`src/rtl/ps2_command_sequencer.sv`:
```
// Keyboard line editor that commits typed command lines and issues a launch pulse on "FIRE".
// Edit buffer char 0 sits in the MSB byte so the buffer maps directly onto line_out.
module ps2_command_sequencer #(
  parameter int FIRE_HOLDOFF = 16,
  parameter int MAX_CHARS    = 32
) (
  input  logic                   clock,
  input  logic                   reset,
  input  logic                   key_valid,
  input  logic [7:0]             key_ascii,
  input  logic                   launcher_busy,
  output logic [8*MAX_CHARS-1:0] line_out,
  output logic                   line_ready,
  output logic                   fire,
  output logic                   cmd_error,
  output logic [5:0]             char_count
);

  typedef enum logic [1:0] {COLLECT, DISPATCH, FIRE_WAIT, HOLDOFF} state_t;

  localparam int HW = (FIRE_HOLDOFF > 0) ? $clog2(FIRE_HOLDOFF + 1) : 1;
  localparam logic [5:0] MAXC = 6'(MAX_CHARS);
  localparam logic [8*MAX_CHARS-1:0] BLANK = {MAX_CHARS{8'h20}};

  state_t                          state_q, state_d;
  logic [0:MAX_CHARS-1][7:0]       buf_q, buf_d;
  logic [8*MAX_CHARS-1:0]          line_q, line_d;
  logic [5:0]                      count_q, count_d;
  logic                            ovf_q, ovf_d;
  logic [HW-1:0]                   hold_q, hold_d;
  logic                            line_ready_q, line_ready_d;
  logic                            fire_q, fire_d;
  logic                            cmd_error_q, cmd_error_d;

  logic       printable;
  logic [7:0] key_upper;
  logic       is_fire;

  assign printable = (key_ascii >= 8'h20) && (key_ascii <= 8'h7E);
  assign key_upper = ((key_ascii >= 8'h61) && (key_ascii <= 8'h7A)) ? key_ascii - 8'h20 : key_ascii;
  // Positions beyond the count are always blank, so the first four bytes plus the count decide it.
  assign is_fire   = (count_q == 6'd4) && (buf_q[0] == 8'h46) && (buf_q[1] == 8'h49) &&
                     (buf_q[2] == 8'h52) && (buf_q[3] == 8'h45);

  always_comb begin
    state_d      = state_q;
    buf_d        = buf_q;
    line_d       = line_q;
    count_d      = count_q;
    ovf_d        = ovf_q;
    hold_d       = hold_q;
    line_ready_d = 1'b0;
    fire_d       = 1'b0;
    cmd_error_d  = 1'b0;

    case (state_q)
      COLLECT: begin
        if (key_valid) begin
          if (printable) begin
            if (count_q < MAXC) begin
              for (int i = 0; i < MAX_CHARS; i++) begin
                if (i == int'(count_q)) buf_d[i] = key_upper;
              end
              count_d = count_q + 6'd1;
            end else begin
              ovf_d = 1'b1;
            end
          end else if (key_ascii == 8'h08) begin
            if (count_q != 6'd0) begin
              for (int i = 0; i < MAX_CHARS; i++) begin
                if (i == int'(count_q) - 1) buf_d[i] = 8'h20;
              end
              count_d = count_q - 6'd1;
            end
          end else if (key_ascii == 8'h0D) begin
            state_d = DISPATCH;
          end
        end
      end

      DISPATCH: begin
        buf_d   = BLANK;
        count_d = 6'd0;
        ovf_d   = 1'b0;
        state_d = COLLECT;
        if (ovf_q) begin
          cmd_error_d = 1'b1;
        end else if (count_q == 6'd0) begin
          state_d = COLLECT;
        end else if (is_fire) begin
          state_d = FIRE_WAIT;
        end else begin
          line_d       = buf_q;
          line_ready_d = 1'b1;
        end
      end

      FIRE_WAIT: begin
        if (!launcher_busy) begin
          fire_d  = 1'b1;
          hold_d  = HW'(FIRE_HOLDOFF);
          state_d = HOLDOFF;
        end
      end

      HOLDOFF: begin
        // A zero or one count both leave now, so a zero holdoff costs a single cycle.
        if (hold_q <= HW'(1)) begin
          hold_d  = '0;
          state_d = COLLECT;
        end else begin
          hold_d = hold_q - HW'(1);
        end
      end

      default: state_d = COLLECT;
    endcase
  end

  always_ff @(posedge clock) begin
    if (reset) begin
      state_q      <= COLLECT;
      buf_q        <= BLANK;
      line_q       <= BLANK;
      count_q      <= 6'd0;
      ovf_q        <= 1'b0;
      hold_q       <= '0;
      line_ready_q <= 1'b0;
      fire_q       <= 1'b0;
      cmd_error_q  <= 1'b0;
    end else begin
      state_q      <= state_d;
      buf_q        <= buf_d;
      line_q       <= line_d;
      count_q      <= count_d;
      ovf_q        <= ovf_d;
      hold_q       <= hold_d;
      line_ready_q <= line_ready_d;
      fire_q       <= fire_d;
      cmd_error_q  <= cmd_error_d;
    end
  end

  assign line_out   = line_q;
  assign line_ready = line_ready_q;
  assign fire       = fire_q;
  assign cmd_error  = cmd_error_q;
  assign char_count = count_q;

endmodule

```
`config.mk`:
```
export PLATFORM = sky130hd
export DESIGN_NAME = ps2_command_sequencer
export DESIGN_NICKNAME = d
export VERILOG_FILES = /design/src/rtl/ps2_command_sequencer.sv
export SDC_FILE = /design/constraint.sdc
export NUM_CORES = 1
export LEC_CHECK = 0
export BUFFER_PORTS_ARGS = -buffer_cell sky130_fd_sc_hd__clkbuf_2
export CORE_ASPECT_RATIO = 1.25
export CORE_UTILIZATION = 52
export CTS_CLUSTER_SIZE = 12
export DETAILED_ROUTE_END_ITERATION = 8
export PLACE_DENSITY = 0.8
export SLEW_MARGIN = 10
export SYNTH_ARGS = -nofsm -noshare
export SYNTH_HDL_FRONTEND = slang
export SYNTH_SLANG_ARGS = --single-unit
```
`constraint.sdc`:
```
create_clock -name clock -period 3.27 [get_ports clock]
set_input_delay 0.327 -clock clock [delete_from_list [all_inputs] [get_ports clock]]
set_output_delay 0.327 -clock clock [all_outputs]
set_load 0.02 [all_outputs]
```
==> results of run 1 <==
placed cells by master, fill, tap and decap left out, types with 3 or more instances in the layout:
| cell | instances |
|---|---|
| a21o_1 | 4 |
| a21oi_1 | 136 |
| a21oi_2 | 109 |
| a22o_1 | 4 |
| a31oi_1 | 4 |
| a31oi_4 | 4 |
| and2_1 | 7 |
| buf_12 | 13 |
| buf_4 | 55 |
| bufinv_16 | 3 |
| clkbuf_1 | 10 |
| clkbuf_16 | 53 |
| clkbuf_2 | 275 |
| clkbuf_8 | 5 |
| dfxtp_1 | 529 |
| ha_1 | 10 |
| inv_1 | 8 |
| mux2i_1 | 258 |
| nand2_1 | 455 |
| nand2_2 | 94 |
| nand2b_1 | 231 |
| nand3_1 | 16 |
| nand3b_1 | 33 |
| nand4_1 | 5 |
| nor2_1 | 58 |
| nor2b_1 | 5 |
| nor3_1 | 11 |
| nor3b_1 | 3 |
| nor4_1 | 4 |
| nor4b_1 | 5 |
| o21ai_0 | 10 |
| o21ai_2 | 12 |
| xnor2_1 | 3 |
| xor2_1 | 3 |
registers in the layout, indices dropped and copies added (netlist names), named ones only:
name / cells
fire: 1
line_out: 256
state_q: 1
cmd_error: 1
hold_q: 5
ovf_q: 1
buf_q: 256
line_ready: 1
char_count: 6
repair_timing:
action / in CTS / in global routing
gates resized for setup: 0 / 0
hold buffers: 1 / 0
hold endpoints to repair: 1 / 0
worst paths after layout:
kind / end / slack, ps / cells past startpoint
setup / recovery: line_out[194] / 340 / 7
hold / removal: line_out[246] / 170 / 2
setup reg to reg: line_out[194] / 340 / 7
hold reg to reg: line_out[137] / 450 / 2
layer usage:
metal  up-vias  share of wire [%]
li1       7815                  -
met1      7852                 41
met2       475                 51
met3       116                4.4
met4         0                4.3
met5         -                  0
through the flow:
| step | std cells | util, % | area [sq um] | total power (W) |
|---|---|---|---|---|
| floorplan | 2231 | - | 21300 | 0.00704 |
| global placement | 2957 | 57.5 | 23100 | 0.00723 |
| detailed placement | 2957 | 57.5 | 23100 | 0.00724 |
| CTS | 3031 | 61.3 | 24700 | 0.0128 |
| global route | 3031 | 61.3 | 24700 | 0.0131 |
| finish | 3031 | 61.3 | 24700 | 0.0128 |
power by group through the flow:
stage                     clock (W)  sequential (W)  combinational (W)
after floorplan                   0         0.00663           0.000405
after global placement            0         0.00663           0.000603
after detailed placement          0         0.00663           0.000608
after CTS                   0.00574         0.00649           0.000611
after global routing        0.00598         0.00649           0.000654
final                       0.00568         0.00649           0.000614
final cells by class:
type	instances	area [sq um]	area share (%)
clock buffer	68	1430	5.81
clock inverter	5	115	0.467
inverter	9	33.8	0.137
multi-input combinational	1529	9740	39.5
sequential	529	10600	42.9
tap	546	683	2.77
timing repair buffer	345	2070	8.41
critical path, cell delays in order, from the launching register on:
cell and delay (ps):
dfxtp_1 310, or4_4 550, or3b_4 440, nor3_2 360, nand2b_4 520, buf_4 380, nand2_2 100, a21oi_2 150
cell families (layout without fill, tap and decap cells):
| group | after synthesis | count (layout) | share of synthesized area (%) |
|---|---|---|---|
| simple gates | 946 | 946 | 22.1 |
| flops | 529 | 529 | 49.8 |
| compound gates | 308 | 308 | 10.4 |
| mux | 259 | 259 | 12.2 |
| buf+inv | 173 | 427 | 4.63 |
| fa+ha+maj | 10 | 10 | 0.589 |
| xor+xnor | 6 | 6 | 0.247 |
==> results.md, run 1 <==
* Outcome: finished clean
* Post-DR wirelength/cell at 18.5 um
* Clk buf depth at 3
* Max-slew violations at 0
* Worst setup margin at 344 ps
* Synth Warn # at 0
* Logic pwr share at 4.8%
* Max Clk Rate at 0.342 GHz
* # IOs at 277
* Final Hold Slack at 174 ps
* Clock transition at the registers of the reported paths at 60 ps
* Total grt overflow at 0
* Reg2reg start: char_count[5]
* Period utilization at 89.5%
* CTS Buf Count at 52
* CP Launch Type: register
* Rel. slew slack at 17.1%
* Setup-failing EPs final at 0
* Post-synth top area share at 49.8%
* Clk pwr share at 44.4%
* Antenna Diode Count at 0
* Postcts setup bufs at 0
* Starting density of the core at 52.8%
* Critical Path Start: char_count[5]
* Clk_skew at 15.5 ps
* Via density at 5.36
* Max_cap viols at 0
* Met2 Use GR at 47.4%
* Synthesized cell area at 21,300 sq um
* Number of fill cells at 3,437
* Gr usage total at 26.3%
* Synth cell count leaders: dfxtp_1, nand2_1, mux2i_1
* P_int at 0.00994 W
* Least-Margin Pin Slew at 1240 ps
* Core outline area at 40,200 sq um
* Seq cells post-synth at 529
* Cell area power density at 518 nW/um^2
* Sequential share of the synthesized area at 49.8%
* Port bufs at 276
* Setup crit end kind: register
* Critical path peak fanout at 18
* First-pass GRT wire length at 87,400 um
* Worst EP required at 3760 ps
* H-tree depth at 2
* Sequential Power Share at 50.8%
* Most used DFF post-synth: dfxtp_1
* Share of post-route cells with drive strength above 1 at 26.0%
* Dpl hpwl at 36,500 um
* WP data arrival at 3420 ps
* RSZ-0062 raised after global routing: no
* Drt first pass iters at 5
* Ys async rst share at 0%
* Nets at 2,488
* Final hold vios at 0
* Top-count cell post-synth: dfxtp_1
* Net Sw Power at 0.00283 W
* GRT Max-Usage Layer: met2
* Via count at 16,300
* Vias in the first global route at 16,100
* # clock sinks at 529
* Final GP Congestion at 0.902
* Max VDD drop at 0.395 mV
* Worst slack, placed at 174 ps
* FP Rows at 82
* Area delta synth->final at 16.1%
* Initial antenna violation count at 0
* Worst min path class: in -> reg
* Leakage power at 9.47 nW
* Post-route DRC at 0
* CTS tree: yes
* Final wirelength at 56,000 um
* Syn Area/Cell at 9.53 sq um
* Area contributors post-synth: dfxtp_1, mux2i_1, nand2_1
* Overall die area at 41,700 sq um
* Clock Latency Late Sink at 580 ps
* Synthesized instance count at 2,231
* Final antenna-violating net count at 0
* Number of flops mapped to enable cells by yosys at 0
* Switching Share at 22.2%
* 1st-iter DRT viols at 1,026
* Largest net degree at the start of global routing at 204
* Crit path time final at 2930 ps
* Leading area contributor after synthesis: dfxtp_1
* Clk root buf: clkbuf_16
* Net Count, Synth at 2,253
* Hold wc startpoint: reset
* Unique masters post-synth at 69
* DIE HEIGHT at 228 um
* Met3 usage at 2.97%
* Grt met1 use at 31.5%
* Setup tns final at 0 ps
* Critical path type: reg -> reg
* Die X at 183 um
Power figures use the tool's default switching activity.
==> run 2, diff against run 1 <==
Settings changed: ABC_AREA from default to 0, GPL_TIMING_DRIVEN from default to 0.
==> results.md, run 2 (same netlist as run 1, synthesis figures left out) <==
* Met2 Use GR at 53.6% (was 47.4%)
* Cell area power density at 511 nW/um^2 (was 518 nW/um^2)
* Period utilization at 95.8% (was 89.5%)
* Drt first pass iters at 5 (unchanged)
* Max-slew violations at 0 (unchanged)
* CP Launch Type: register (unchanged)
* Port bufs at 275 (was 276)
* Final GP Congestion at 0.963 (was 0.902)
* Worst EP required at 3690 ps (was 3760 ps)
* Setup-failing EPs final at 0 (unchanged)
* CTS tree: yes (unchanged)
* Nets at 2,587 (was 2,488)
* Die X at 183 um (unchanged)
* Outcome: finished clean (unchanged)
* Critical path type: reg -> reg (unchanged)
* Share of post-route cells with drive strength above 1 at 24.8% (was 26.0%)
* Total grt overflow at 0 (unchanged)
* Antenna Diode Count at 0 (unchanged)
* # IOs at 277 (unchanged)
* Critical path peak fanout at 10 (was 18)
* Most common cell after layout, fill and taps aside: dfxtp_1 (unchanged)
* Post-DR wirelength/cell at 21.0 um (was 18.5 um)
* Gr usage total at 31.1% (was 26.3%)
* Final hold vios at 0 (unchanged)
* Overall die area at 41,700 sq um (unchanged)
* Max Clk Rate at 0.319 GHz (was 0.342 GHz)
* Placed insts at 3,052 (was 2,957)
* Met3 usage at 5.03% (was 2.97%)
* Clk buf depth at 3 (unchanged)
* Crit path time final at 3130 ps (was 2930 ps)
* H-tree depth at 2 (unchanged)
* Clk_skew at 32.6 ps (was 15.5 ps)
* Via count at 17,200 (was 16,300)
* CTS Buf Count at 53 (was 52)
* Initial antenna violation count at 2 (was 0)
* WP data arrival at 3560 ps (was 3420 ps)
* Seq. cell area at 10,600 sq um (unchanged)
* Setup crit end kind: register (unchanged)
* DIE HEIGHT at 228 um (unchanged)
* Combined area of the multi-input logic cells at 9820 sq um (was 9740 sq um)
* Final wirelength at 65,900 um (was 56,000 um)
* Area delta synth->final at 18.1% (was 16.1%)
* Starting density of the core at 52.8% (unchanged)
* Layout Cells excl Fill at 3,131 (was 3,031)
* Clk root buf: clkbuf_16 (unchanged)
* Leakage power at 9.59 nW (was 9.47 nW)
* Post-route DRC at 0 (unchanged)
* Cell area after placement at 23,300 sq um (was 23,100 sq um)
* 1st-iter DRT viols at 1,209 (was 1,026)
* Via density at 5.49 (was 5.36)
* Design Area, Final at 25,100 sq um (was 24,700 sq um)
* Util after Layout at 62.4% (was 61.3%)
* Tot Pwr at 0.0128 W (about the same)
* Grt met1 use at 36.4% (was 31.5%)
* GRT Max-Usage Layer: met2 (unchanged)
* Clock transition at the registers of the reported paths at 60 ps (about the same)
* Core outline area at 40,200 sq um (unchanged)
* Least-Margin Pin Slew at 1230 ps (was 1240 ps)
* Worst min path class: in -> reg (unchanged)
* Vias in the first global route at 17,400 (was 16,100)
* Rel. slew slack at 18.2% (was 17.1%)
* Max_cap viols at 0 (unchanged)
* Dpl hpwl at 47,200 um (was 36,500 um)
* Setup tns final at 0 ps (unchanged)
* Final antenna-violating net count at 0 (unchanged)
* Max VDD drop at 0.372 mV (was 0.395 mV)
* Number of fill cells at 3,427 (was 3,437)
* First-pass GRT wire length at 98,800 um (was 87,400 um)
* FP Rows at 82 (unchanged)
* Clock Latency Late Sink at 590 ps (was 580 ps)
* Largest net degree at the start of global routing at 15 (was 204)
* # clock sinks at 529 (unchanged)
* RSZ-0062 raised after global routing: no (unchanged)
* Most frequent cells in the layout: dfxtp_1, nand2_1, clkbuf_2, mux2i_1, nand2b_1 (unchanged)
==> run 2: worst paths after layout <==
path	from	to	slack, ps	cells past startpoint
max	char_count[3]	line_out[178]	140	10
min	key_valid	ovf_q	250	4
max reg2reg	char_count[3]	line_out[178]	140	10
min reg2reg	buf_q[91]	line_out[91]	460	2
==> run 2: report_power, final <==
| part | leakage, nW | switching (W) | internal, W |
|---|---|---|---|
| clock network | 0.757 | 0.00248 | 0.00319 |
| registers | 4.26 | 0.0000219 | 0.00646 |
| logic | 4.57 | 0.000471 | 0.000201 |
| total | 9.59 | 0.00297 | 0.00986 |
==> run 2: layout make-up <==
type                            instances  share of cell area (%)
Buffer                                164                    3.81
Clock buffer                           68                    5.84
Clock inverter                          7                   0.384
Inverter                                9                   0.135
Multi-Input combinational cell       1529                    39.1
Sequential cell                       529                    42.2
Tap cell                              546                    2.72
Timing Repair Buffer                  279                    5.76
==> run 2: metal layers <==
metal / vias up / routed length [um]
li1: 8041 / -
met1: 8272 / 25900
met2: 682 / 31900
met3: 200 / 4310
met4: 2 / 3740
met5: - / 12
==> run 2: repair_timing <==
item,4_1_cts,5_1_grt
pin swaps,1,0
setup endpoints to repair,190,305
resized for setup,12,19
endpoints found under the hold margin,1,0
setup buffers,1,2
cloned,0,0
hold buffers,1,0
==> run 2: critical path: stages, from the launching register on <==
cell and delay [ps]:
dfxtp_1 320, buf_2 200, or4_4 520, or3b_4 440, nor3_2 270, nor2b_1 150
clkbuf_1 180, clkbuf_2 300, clkbuf_2 310, nand2_1 220, a21oi_2 70
==> run 2: through the flow <==
stage | hold WS [ps] | worst slack, ps
2_1_floorplan | 404 | 187
3_3_place_gp | 439 | -890
3_5_place_dp | 445 | -915
4_1_cts | 238 | -96.0
5_1_grt | 245 | 2.50
6_report | 255 | 136
